==> src/rtl/hazard_forward_unit_if.sv <==
// hazard_forward_unit_if: pipeline-side signals of the forwarding/hazard unit.
// master = pipeline registers driving hazard inputs, slave = the hazard unit.
interface hazard_forward_unit_if #(
    parameter int REG_ADDR_W = 5,
    parameter int CNT_W      = 16
);
    logic [REG_ADDR_W-1:0] id_rs, id_rt, ex_rs, ex_rt, ex_rw, exmem_rw, memwb_rw;
    logic id_hilo, ex_memrd, ex_mfhi, ex_mflo, md_start;
    logic exmem_regwr, memwb_regwr, exmem_mthi, exmem_mtlo, memwb_mthi, memwb_mtlo;
    logic [1:0] fwd_a, fwd_b, fwd_h, fwd_l;
    logic stall, bubble, md_busy;
    logic [CNT_W-1:0] stall_cnt;
    modport master (
        output id_rs, id_rt, ex_rs, ex_rt, ex_rw, exmem_rw, memwb_rw,
        output id_hilo, ex_memrd, ex_mfhi, ex_mflo, md_start,
        output exmem_regwr, memwb_regwr, exmem_mthi, exmem_mtlo, memwb_mthi, memwb_mtlo,
        input  fwd_a, fwd_b, fwd_h, fwd_l, stall, bubble, md_busy, stall_cnt
    );
    modport slave (
        input  id_rs, id_rt, ex_rs, ex_rt, ex_rw, exmem_rw, memwb_rw,
        input  id_hilo, ex_memrd, ex_mfhi, ex_mflo, md_start,
        input  exmem_regwr, memwb_regwr, exmem_mthi, exmem_mtlo, memwb_mthi, memwb_mtlo,
        output fwd_a, fwd_b, fwd_h, fwd_l, stall, bubble, md_busy, stall_cnt
    );
endinterface

==> src/rtl/hazard_forward_unit.sv <==
// hazard_forward_unit: EX-stage bypass selects, load-use and mult/div HI/LO stalls.
// Optional saturating stall counter enabled by HAZARD_PERF_CNT_EN.
module hazard_forward_unit #(
    parameter int REG_ADDR_W = 5,
    parameter int LOAD_LAT   = 1,
    parameter int MD_LAT     = 4,
    parameter int CNT_W      = 16
) (
    input logic                clk,
    input logic                rst,
    hazard_forward_unit_if.slave bus
);
    typedef enum logic {IDLE, LDSTALL} state_t;
    state_t     state_q;
    logic [2:0] ld_cnt_q;
    logic [3:0] md_cnt_q, md_cnt_d;
    logic       ld_hit, stall;

    function automatic logic [1:0] gpr_sel(input logic [REG_ADDR_W-1:0] src, em_rw, mw_rw,
                                           input logic em_we, mw_we);
        return (src == '0) ? 2'b00 : (em_we && em_rw == src) ? 2'b01 :
               (mw_we && mw_rw == src) ? 2'b10 : 2'b00;
    endfunction

    assign ld_hit = bus.ex_memrd && bus.ex_rw != '0 &&
                    (bus.ex_rw == bus.id_rs || bus.ex_rw == bus.id_rt);
    assign stall  = !rst && (ld_hit || state_q == LDSTALL || (md_cnt_q != '0 && bus.id_hilo));

    assign bus.fwd_a   = rst ? 2'b00 : gpr_sel(bus.ex_rs, bus.exmem_rw, bus.memwb_rw,
                                               bus.exmem_regwr, bus.memwb_regwr);
    assign bus.fwd_b   = rst ? 2'b00 : gpr_sel(bus.ex_rt, bus.exmem_rw, bus.memwb_rw,
                                               bus.exmem_regwr, bus.memwb_regwr);
    assign bus.fwd_h   = (rst || !bus.ex_mfhi) ? 2'b00 : bus.exmem_mthi ? 2'b01 :
                         bus.memwb_mthi ? 2'b10 : 2'b00;
    assign bus.fwd_l   = (rst || !bus.ex_mflo) ? 2'b00 : bus.exmem_mtlo ? 2'b01 :
                         bus.memwb_mtlo ? 2'b10 : 2'b00;
    assign bus.stall   = stall;
    assign bus.bubble  = stall;
    assign bus.md_busy = !rst && md_cnt_q != '0;

    // a new md_start restarts the countdown even if a previous op is pending
    assign md_cnt_d = bus.md_start ? 4'(MD_LAT) : md_cnt_q - 4'(md_cnt_q != '0);

    always_ff @(posedge clk) begin
        if (rst) begin
            state_q  <= IDLE;
            ld_cnt_q <= '0;
            md_cnt_q <= '0;
        end else begin
            md_cnt_q <= md_cnt_d;
            if (state_q == IDLE) begin
                if (ld_hit && LOAD_LAT > 1) begin
                    state_q  <= LDSTALL;
                    ld_cnt_q <= 3'(LOAD_LAT - 1);
                end
            end else begin
                ld_cnt_q <= ld_cnt_q - 3'd1;
                if (ld_cnt_q == 3'd1) state_q <= IDLE;
            end
        end
    end

`ifdef HAZARD_PERF_CNT_EN
    logic [CNT_W-1:0] stall_cnt_q, stall_cnt_d;
    assign stall_cnt_d = (stall && !(&stall_cnt_q)) ? stall_cnt_q + 1'b1 : stall_cnt_q;
    always_ff @(posedge clk) begin
        if (rst) stall_cnt_q <= '0;
        else     stall_cnt_q <= stall_cnt_d;
    end
    assign bus.stall_cnt = rst ? '0 : stall_cnt_q;
`else
    assign bus.stall_cnt = '0;
`endif
endmodule

==> src/flat_wrapper.sv <==
// flat-port wrapper written by rule: the top's interface ports become plain ports
module hazard_forward_unit_flat 
#(
    parameter int REG_ADDR_W = 5,
    parameter int LOAD_LAT   = 1,
    parameter int MD_LAT     = 4,
    parameter int CNT_W      = 16
)
  (clk, rst, bus_id_rs, bus_id_rt, bus_ex_rs, bus_ex_rt, bus_ex_rw, bus_exmem_rw, bus_memwb_rw, bus_id_hilo, bus_ex_memrd, bus_ex_mfhi, bus_ex_mflo, bus_md_start, bus_exmem_regwr, bus_memwb_regwr, bus_exmem_mthi, bus_exmem_mtlo, bus_memwb_mthi, bus_memwb_mtlo, bus_fwd_a, bus_fwd_b, bus_fwd_h, bus_fwd_l, bus_stall, bus_bubble, bus_md_busy, bus_stall_cnt);
  hazard_forward_unit_if #(.REG_ADDR_W(REG_ADDR_W), .CNT_W(CNT_W)) bus_i ();
  input logic clk;
  input logic rst;
  input wire logic [$bits(bus_i.id_rs)-1:0] bus_id_rs;
  input wire logic [$bits(bus_i.id_rt)-1:0] bus_id_rt;
  input wire logic [$bits(bus_i.ex_rs)-1:0] bus_ex_rs;
  input wire logic [$bits(bus_i.ex_rt)-1:0] bus_ex_rt;
  input wire logic [$bits(bus_i.ex_rw)-1:0] bus_ex_rw;
  input wire logic [$bits(bus_i.exmem_rw)-1:0] bus_exmem_rw;
  input wire logic [$bits(bus_i.memwb_rw)-1:0] bus_memwb_rw;
  input wire logic [$bits(bus_i.id_hilo)-1:0] bus_id_hilo;
  input wire logic [$bits(bus_i.ex_memrd)-1:0] bus_ex_memrd;
  input wire logic [$bits(bus_i.ex_mfhi)-1:0] bus_ex_mfhi;
  input wire logic [$bits(bus_i.ex_mflo)-1:0] bus_ex_mflo;
  input wire logic [$bits(bus_i.md_start)-1:0] bus_md_start;
  input wire logic [$bits(bus_i.exmem_regwr)-1:0] bus_exmem_regwr;
  input wire logic [$bits(bus_i.memwb_regwr)-1:0] bus_memwb_regwr;
  input wire logic [$bits(bus_i.exmem_mthi)-1:0] bus_exmem_mthi;
  input wire logic [$bits(bus_i.exmem_mtlo)-1:0] bus_exmem_mtlo;
  input wire logic [$bits(bus_i.memwb_mthi)-1:0] bus_memwb_mthi;
  input wire logic [$bits(bus_i.memwb_mtlo)-1:0] bus_memwb_mtlo;
  output wire logic [$bits(bus_i.fwd_a)-1:0] bus_fwd_a;
  output wire logic [$bits(bus_i.fwd_b)-1:0] bus_fwd_b;
  output wire logic [$bits(bus_i.fwd_h)-1:0] bus_fwd_h;
  output wire logic [$bits(bus_i.fwd_l)-1:0] bus_fwd_l;
  output wire logic [$bits(bus_i.stall)-1:0] bus_stall;
  output wire logic [$bits(bus_i.bubble)-1:0] bus_bubble;
  output wire logic [$bits(bus_i.md_busy)-1:0] bus_md_busy;
  output wire logic [$bits(bus_i.stall_cnt)-1:0] bus_stall_cnt;
  assign bus_i.id_rs = bus_id_rs;
  assign bus_i.id_rt = bus_id_rt;
  assign bus_i.ex_rs = bus_ex_rs;
  assign bus_i.ex_rt = bus_ex_rt;
  assign bus_i.ex_rw = bus_ex_rw;
  assign bus_i.exmem_rw = bus_exmem_rw;
  assign bus_i.memwb_rw = bus_memwb_rw;
  assign bus_i.id_hilo = bus_id_hilo;
  assign bus_i.ex_memrd = bus_ex_memrd;
  assign bus_i.ex_mfhi = bus_ex_mfhi;
  assign bus_i.ex_mflo = bus_ex_mflo;
  assign bus_i.md_start = bus_md_start;
  assign bus_i.exmem_regwr = bus_exmem_regwr;
  assign bus_i.memwb_regwr = bus_memwb_regwr;
  assign bus_i.exmem_mthi = bus_exmem_mthi;
  assign bus_i.exmem_mtlo = bus_exmem_mtlo;
  assign bus_i.memwb_mthi = bus_memwb_mthi;
  assign bus_i.memwb_mtlo = bus_memwb_mtlo;
  assign bus_fwd_a = bus_i.fwd_a;
  assign bus_fwd_b = bus_i.fwd_b;
  assign bus_fwd_h = bus_i.fwd_h;
  assign bus_fwd_l = bus_i.fwd_l;
  assign bus_stall = bus_i.stall;
  assign bus_bubble = bus_i.bubble;
  assign bus_md_busy = bus_i.md_busy;
  assign bus_stall_cnt = bus_i.stall_cnt;
  hazard_forward_unit #(.REG_ADDR_W(REG_ADDR_W), .LOAD_LAT(LOAD_LAT), .MD_LAT(MD_LAT), .CNT_W(CNT_W)) u_core (.clk(clk), .rst(rst), .bus(bus_i));
endmodule
==> config.mk <==
export PLATFORM = sky130hd
export DESIGN_NAME = hazard_forward_unit_flat
export DESIGN_NICKNAME = d
export VERILOG_FILES = /design/src/rtl/hazard_forward_unit_if.sv /design/src/rtl/hazard_forward_unit.sv /design/src/flat_wrapper.sv
export SDC_FILE = /design/constraint.sdc
export NUM_CORES = 1
export LEC_CHECK = 0
export BUFFER_PORTS_ARGS = -buffer_cell sky130_fd_sc_hd__buf_4
export CAP_MARGIN = 10
export CORE_UTILIZATION = 42
export DETAILED_ROUTE_END_ITERATION = 7
export PLACE_DENSITY = 0.83
export SYNTH_ARGS = -nofsm -noshare
export SYNTH_HDL_FRONTEND = slang
export SYNTH_SLANG_ARGS = --single-unit
==> constraint.sdc <==
create_clock -name clk -period 3.5 [get_ports clk]
set_input_delay 0.7 -clock clk [delete_from_list [all_inputs] [get_ports clk]]
set_output_delay 0.7 -clock clk [all_outputs]
set_load 0.005 [all_outputs]
# ---- Word level (Yosys, flattened, before mapping)
# Index checks and enable logic that the tools add are counted.
dict set report word_totals {
  ff_bits 8
  word_cells 53
}
dict set report op_classes {
  add_sub_neg 2
  eq_ne 7
  muxes 16
  n_bitwise 1
  n_reduce_logical 23
}
# op count
set ops {}
lappend ops {{$eq A5 B5 Y1} 6}
lappend ops {{$mux W2} 14}
lappend ops {{$logic_not A5 Y1} 2}
lappend ops {{$logic_and A1 B1 Y1} 9}
lappend ops {{$logic_or A1 B1 Y1} 5}
lappend ops {{$reduce_bool A5 Y1} 1}
lappend ops {{$reduce_bool A4 Y1} 1}
lappend ops {{$reduce_or A2 Y1} 2}
lappend ops {{$sub A4 B1 Y4} 1}
lappend ops {{$eq A3 B1 Y1 const B} 1}
lappend ops {{$logic_not A1 Y1} 3}
lappend ops {{$mux W3} 1}
lappend ops {{$sub A3 B1 Y3 const B} 1}
lappend ops {{$mux W1} 1}
lappend ops {{$not A1 Y1} 1}

# ---- Depth between registers and ports, before layout
dict set report depth {
  depth_word 6
  ltp_mapped 7
  ltp_nobuf 7
}

# ---- Worst setup path before layout
# No wires, ideal clock.
dict set report synth_path {
  path_kind {in2out}
  from {input bus_ex_rw[0]}
  to {output bus_stall}
  t_arrival_ps 1676
  t_required_ps 2800
  path_slack_ps 1124
  cell_stages 5
  path_cell_list {or4_1 > o21ai_0 > nor2_1 > o2bb2ai_1 > buf_4}
}
dict set report synth_via {
  elab_chain_len 6
}
# element line
set synth_lines {}
lappend synth_lines {{start, declared} flat_wrapper.sv:17} ;# input wire logic [$bits(bus_i.ex_rw)-1:0] bus_ex_rw;
lappend synth_lines {{$eq A5 B5 Y1 / $reduce_bool A5 Y1 (equally long branches)} {hazard_forward_unit.sv:26, hazard_forward_unit.sv:25}}
lappend synth_lines {{$logic_or A1 B1 Y1 / $logic_and A1 B1 Y1 (equally long branches)} {hazard_forward_unit.sv:26, hazard_forward_unit.sv:25}}
lappend synth_lines {{$logic_and A1 B1 Y1 *} hazard_forward_unit.sv:25} ;# assign ld_hit = bus.ex_memrd && bus.ex_rw != '0 &&
lappend synth_lines {{$logic_or A1 B1 Y1 * (2 in series)} hazard_forward_unit.sv:27} ;# assign stall = !rst && (ld_hit || state_q == LDSTALL || (md_cnt_q != '0 && bus.id_hilo));
lappend synth_lines {{$logic_and A1 B1 Y1 *} hazard_forward_unit.sv:27}
lappend synth_lines {{end, declared} flat_wrapper.sv:35} ;# output wire logic [$bits(bus_i.stall)-1:0] bus_stall;
# Every way passes the cells marked *; elsewhere a longest branch is shown, timed or not.

# ---- Worst setup path after layout
dict set report layout_path {
  from {input bus_ex_rs[1]}
  to {output bus_fwd_a[1]}
}
dict set report layout_via {
  elab_chain_len 6
}
# element line
set layout_lines {}
lappend layout_lines {{start, declared} flat_wrapper.sv:15} ;# input wire logic [$bits(bus_i.ex_rs)-1:0] bus_ex_rs;
lappend layout_lines {{$eq A5 B5 Y1} hazard_forward_unit.sv:22} ;# (mw_we && mw_rw == src) ? 2'b10 : 2'b00;
lappend layout_lines {{$logic_and A1 B1 Y1} hazard_forward_unit.sv:22}
lappend layout_lines {{$mux W2} hazard_forward_unit.sv:22}
lappend layout_lines {{$mux W2} hazard_forward_unit.sv:21} ;# return (src == '0) ? 2'b00 : (em_we && em_rw == src) ? 2'b01 :
lappend layout_lines {{$mux W2 *} hazard_forward_unit.sv:21}
lappend layout_lines {{$mux W2 *} hazard_forward_unit.sv:29} ;# assign bus.fwd_a = rst ? 2'b00 : gpr_sel(bus.ex_rs, bus.exmem_rw, bus.memwb_rw,
lappend layout_lines {{end, declared} flat_wrapper.sv:31} ;# output wire logic [$bits(bus_i.fwd_a)-1:0] bus_fwd_a;
# Marked as above.

==> run_results.csv <==
group,metric,value,unit
final_layout,layout-area-overhead-vs-synth,43.6,%
logic_synthesis,ys.flop_type,"dfxtp_1",
critical_path,critPathMostFrequentCell,"buf_4",
place,io_buffers,58,
die,floorplan.die_area,2430,um2
pwr,finalPower,340,uW
sta,final_hold_viol_count,0,
place,place_hpwl,2.13,mm
critical_path,worst_path_largest_cell_delay,0.50,ns
logic_synthesis,asyncSetResetFlopFracSynth,0,%
die,io_pins,75,
drt,drt-total-wl,2.50,mm
critical_path,cells_along_the_critical_path,"buf_4 > or4_1 > nor2_1 > nor4b_1 > and3_1 > buf_4",
logic_synthesis,post_synthesis_register_bit_count,8,
die,fp-row-count,16,
critical_path,worst_path_max_delay_cell,"or4_1",
logic_synthesis,post_synth_inst_count,119,
clock_tree,cts_repair_resize_count,0,
logic_synthesis,seq_area_frac_synth,17.1,%
clock_tree,cts.hold.buffers_added,0,
critical_path,crit_arrival,1.85,ns
pwr,p_leak,0.653,nW
sta,finalWorstSetupSlack,0.953,ns
clock_tree,cts.root.buffer_cell,"clkbuf_4",
final_layout,instances_no_fill,203,
critical_path,worst_setup_path_start_kind,"input port",
drt,route.antenna.remaining_nets,0,
global_route,grt.overflow.total,0,
logic_synthesis,synth.top_cell.area_share,17.7,%
clock_tree,ctsHtreeMaxLevel,1,
logic_synthesis,synthDistinctLibCells,27,
die,initial_core_util,46.4,%
hold_path,worst_min_delay_path_category,"register to register",
logic_synthesis,total_number_of_yosys_warnings,0,
clock_tree,post-cts-setup-buffer-count,0,
job,cap_violations,0,
global_route,grt_start_max_net_pins,20,
logic_synthesis,post_synth_instance_area,938,um2
global_route,first_pass_grt_wire_length,3.84,mm
clock_tree,tritoncts,"done",
drt,drt_iter0_markers,8,
place,dp_cells,200,
pwr,cellPowerDensity,252,nW/um2
logic_synthesis,dominant_cell_by_count_in_the_synthesized_netlist,"xor2_1",
sta,rsz0062_at_grt,"no",
place,post-place-ws,0.952,ns
drt,wl_per_cell,12.3,um
global_route,groute.usage.overall,20.5,%
critical_path,worstSetupPathType,"input port to output pin",
sta,final_min_period_over_clock_period,72.8,%
pwr,power.ir.vdd_worst,0.000163,V
critical_path,worst_ep_required_time,2.80,ns
drt,drtPass1Iterations,4,
sta,maxClockFrequency,393,MHz
sta,final-setup-viol-count,0,
clock_tree,clk_transition_reported_paths,0.05,ns
clock_tree,tritoncts_num_sinks,8,
place,gp_congestion,0.965,
drt,detail_route.vias_per_cell,4.77,
sta,finalWorstPathRequiredPeriod,2.55,ns
drt,via_count,968,
sta,final_layout_worst_hold_slack,0.480,ns
critical_path,worstPathBufferInverterCount,2,
sta,timing_max_transition_violations_final,0,
logic_synthesis,ranking_of_synthesized_cells_by_area,"xor2_1 (18%), dfxtp_1 (17%), buf_4 (14%)",
final_layout,num_antenna_cells,0,
logic_synthesis,syn_area_per_cell,7.89,um2
die,coreArea,2020,um2
critical_path,path_delay_family,"simple AND/OR/NAND/NOR gates",
logic_synthesis,ys_top_cells_by_count,"xor2_1 (19), buf_4 (18), xnor2_1 (13), nor2_1 (11), dfxtp_1 (8)",
die,floorplan.die.height,49.3,um
sta,final.setup.tns,0,ns
clock_tree,cts-buffers-inserted,3,
logic_synthesis,synth-edff-count,0,
sta,final.setup_skew,0.00226,ns
clock_tree,clockBufferDepth,2,
drt,drcViolationCount,0,
critical_path,endpoint_kind,"output pin",
die,die_width,49.3,um
global_route,via_count_of_the_first_global_routing_pass,903,
critical_path,timing.critical_path.fanout_max,3,
logic_synthesis,synth_top_area_cell,"xor2_1",
final_layout,design.final.nets,230,
final_layout,layout-drive-gt1-share,34.7,%
clock_tree,insertion_delay,0.25,ns
global_route,initial_antenna_violation_count,0,
status,status,"completed",
-- worst paths after layout --
path,to,startpoint,depth (start not counted),slack [ns]
worst min register to register,u_core.ld_cnt_q[1],u_core.ld_cnt_q[1],2,0.48
worst max register to register,u_core.md_cnt_q[2],u_core.md_cnt_q[1],7,2.10
worst min-delay path,u_core.ld_cnt_q[1],u_core.ld_cnt_q[1],2,0.48
worst max-delay path,bus_fwd_a[1],bus_ex_rs[1],6,0.95
-- tightest hold or removal path, stage by stage (launching register included) --
cell	delay, ns
dfxtp_1	0.31
nor2_1	0.08
a211oi_1	0.05
-- through the flow --
| stage | area (um2) | utilization [%] |
|---|---|---|
| after floorplan | 995 | - |
| after global placement | 1330 | 65.5 |
| after detailed placement | 1330 | 65.5 |
| after CTS | 1350 | 66.6 |
| after global routing | 1350 | 66.6 |
| final | 1350 | 66.6 |
-- per-layer routing --
layer / GRT usage, % / share of wire (%)
met5: 0 / 0
met4: 3.43 / 0
met3: 4.36 / 3.6
met2: 39.5 / 56
met1: 22.8 / 40
-- cell type report --
| cell class | count | area [um2] |
|---|---|---|
| repair buffers | 58 | 435 |
| clock buffers | 3 | 22.5 |
| inverters | 6 | 22.5 |
| well taps | 27 | 33.8 |
| multi-input cells | 101 | 673 |
| flip-flops and latches | 8 | 160 |
| fillers | 177 | 674 |
-- report_power, final --
| part | switching, mW | leakage (nW) | internal, mW |
|---|---|---|---|
| clock | 0.0293 | 0.0138 | 0.0391 |
| sequential | 0.00505 | 0.0652 | 0.100 |
| combinational | 0.0768 | 0.574 | 0.0895 |
| total | 0.111 | 0.653 | 0.229 |
-- logic make-up after synthesis --
family	after synthesis	synth area share [%]
AO/OA/AOI/OAI	8	5.60
other	1	0.400
XOR/XNOR	32	29.9
adder cells (fa/ha/maj)	4	5.33
AND/OR/NAND/NOR	41	24.5
flip-flops	8	17.1
buffers and inverters	25	17.2
-- layout by cell type (no fill, tap or decap), types with 2 or more instances in the layout --
| cell type | instances |
|---|---|
| inv_1 | 6 |
| nor4bb_1 | 2 |
| dfxtp_1 | 8 |
| and3b_1 | 2 |
| conb_1 | 16 |
| nand3_1 | 4 |
| clkbuf_4 | 3 |
| nand2_1 | 5 |
| xnor2_1 | 13 |
| buf_4 | 58 |
| a21oi_1 | 2 |
| nor3_1 | 5 |
| nor4b_1 | 2 |
| nor4_1 | 3 |
| o22ai_1 | 2 |
| xor2_1 | 19 |
| or4_1 | 3 |
| nor2_1 | 11 |
| ha_1 | 4 |
-- registers in the layout, summed over array words and instances, names as in the netlist --
signal and count:
u_core.ld_cnt_q 3, u_core.state_q 1, u_core.md_cnt_q 4
Note: power is estimated with default switching activity, not from simulation.
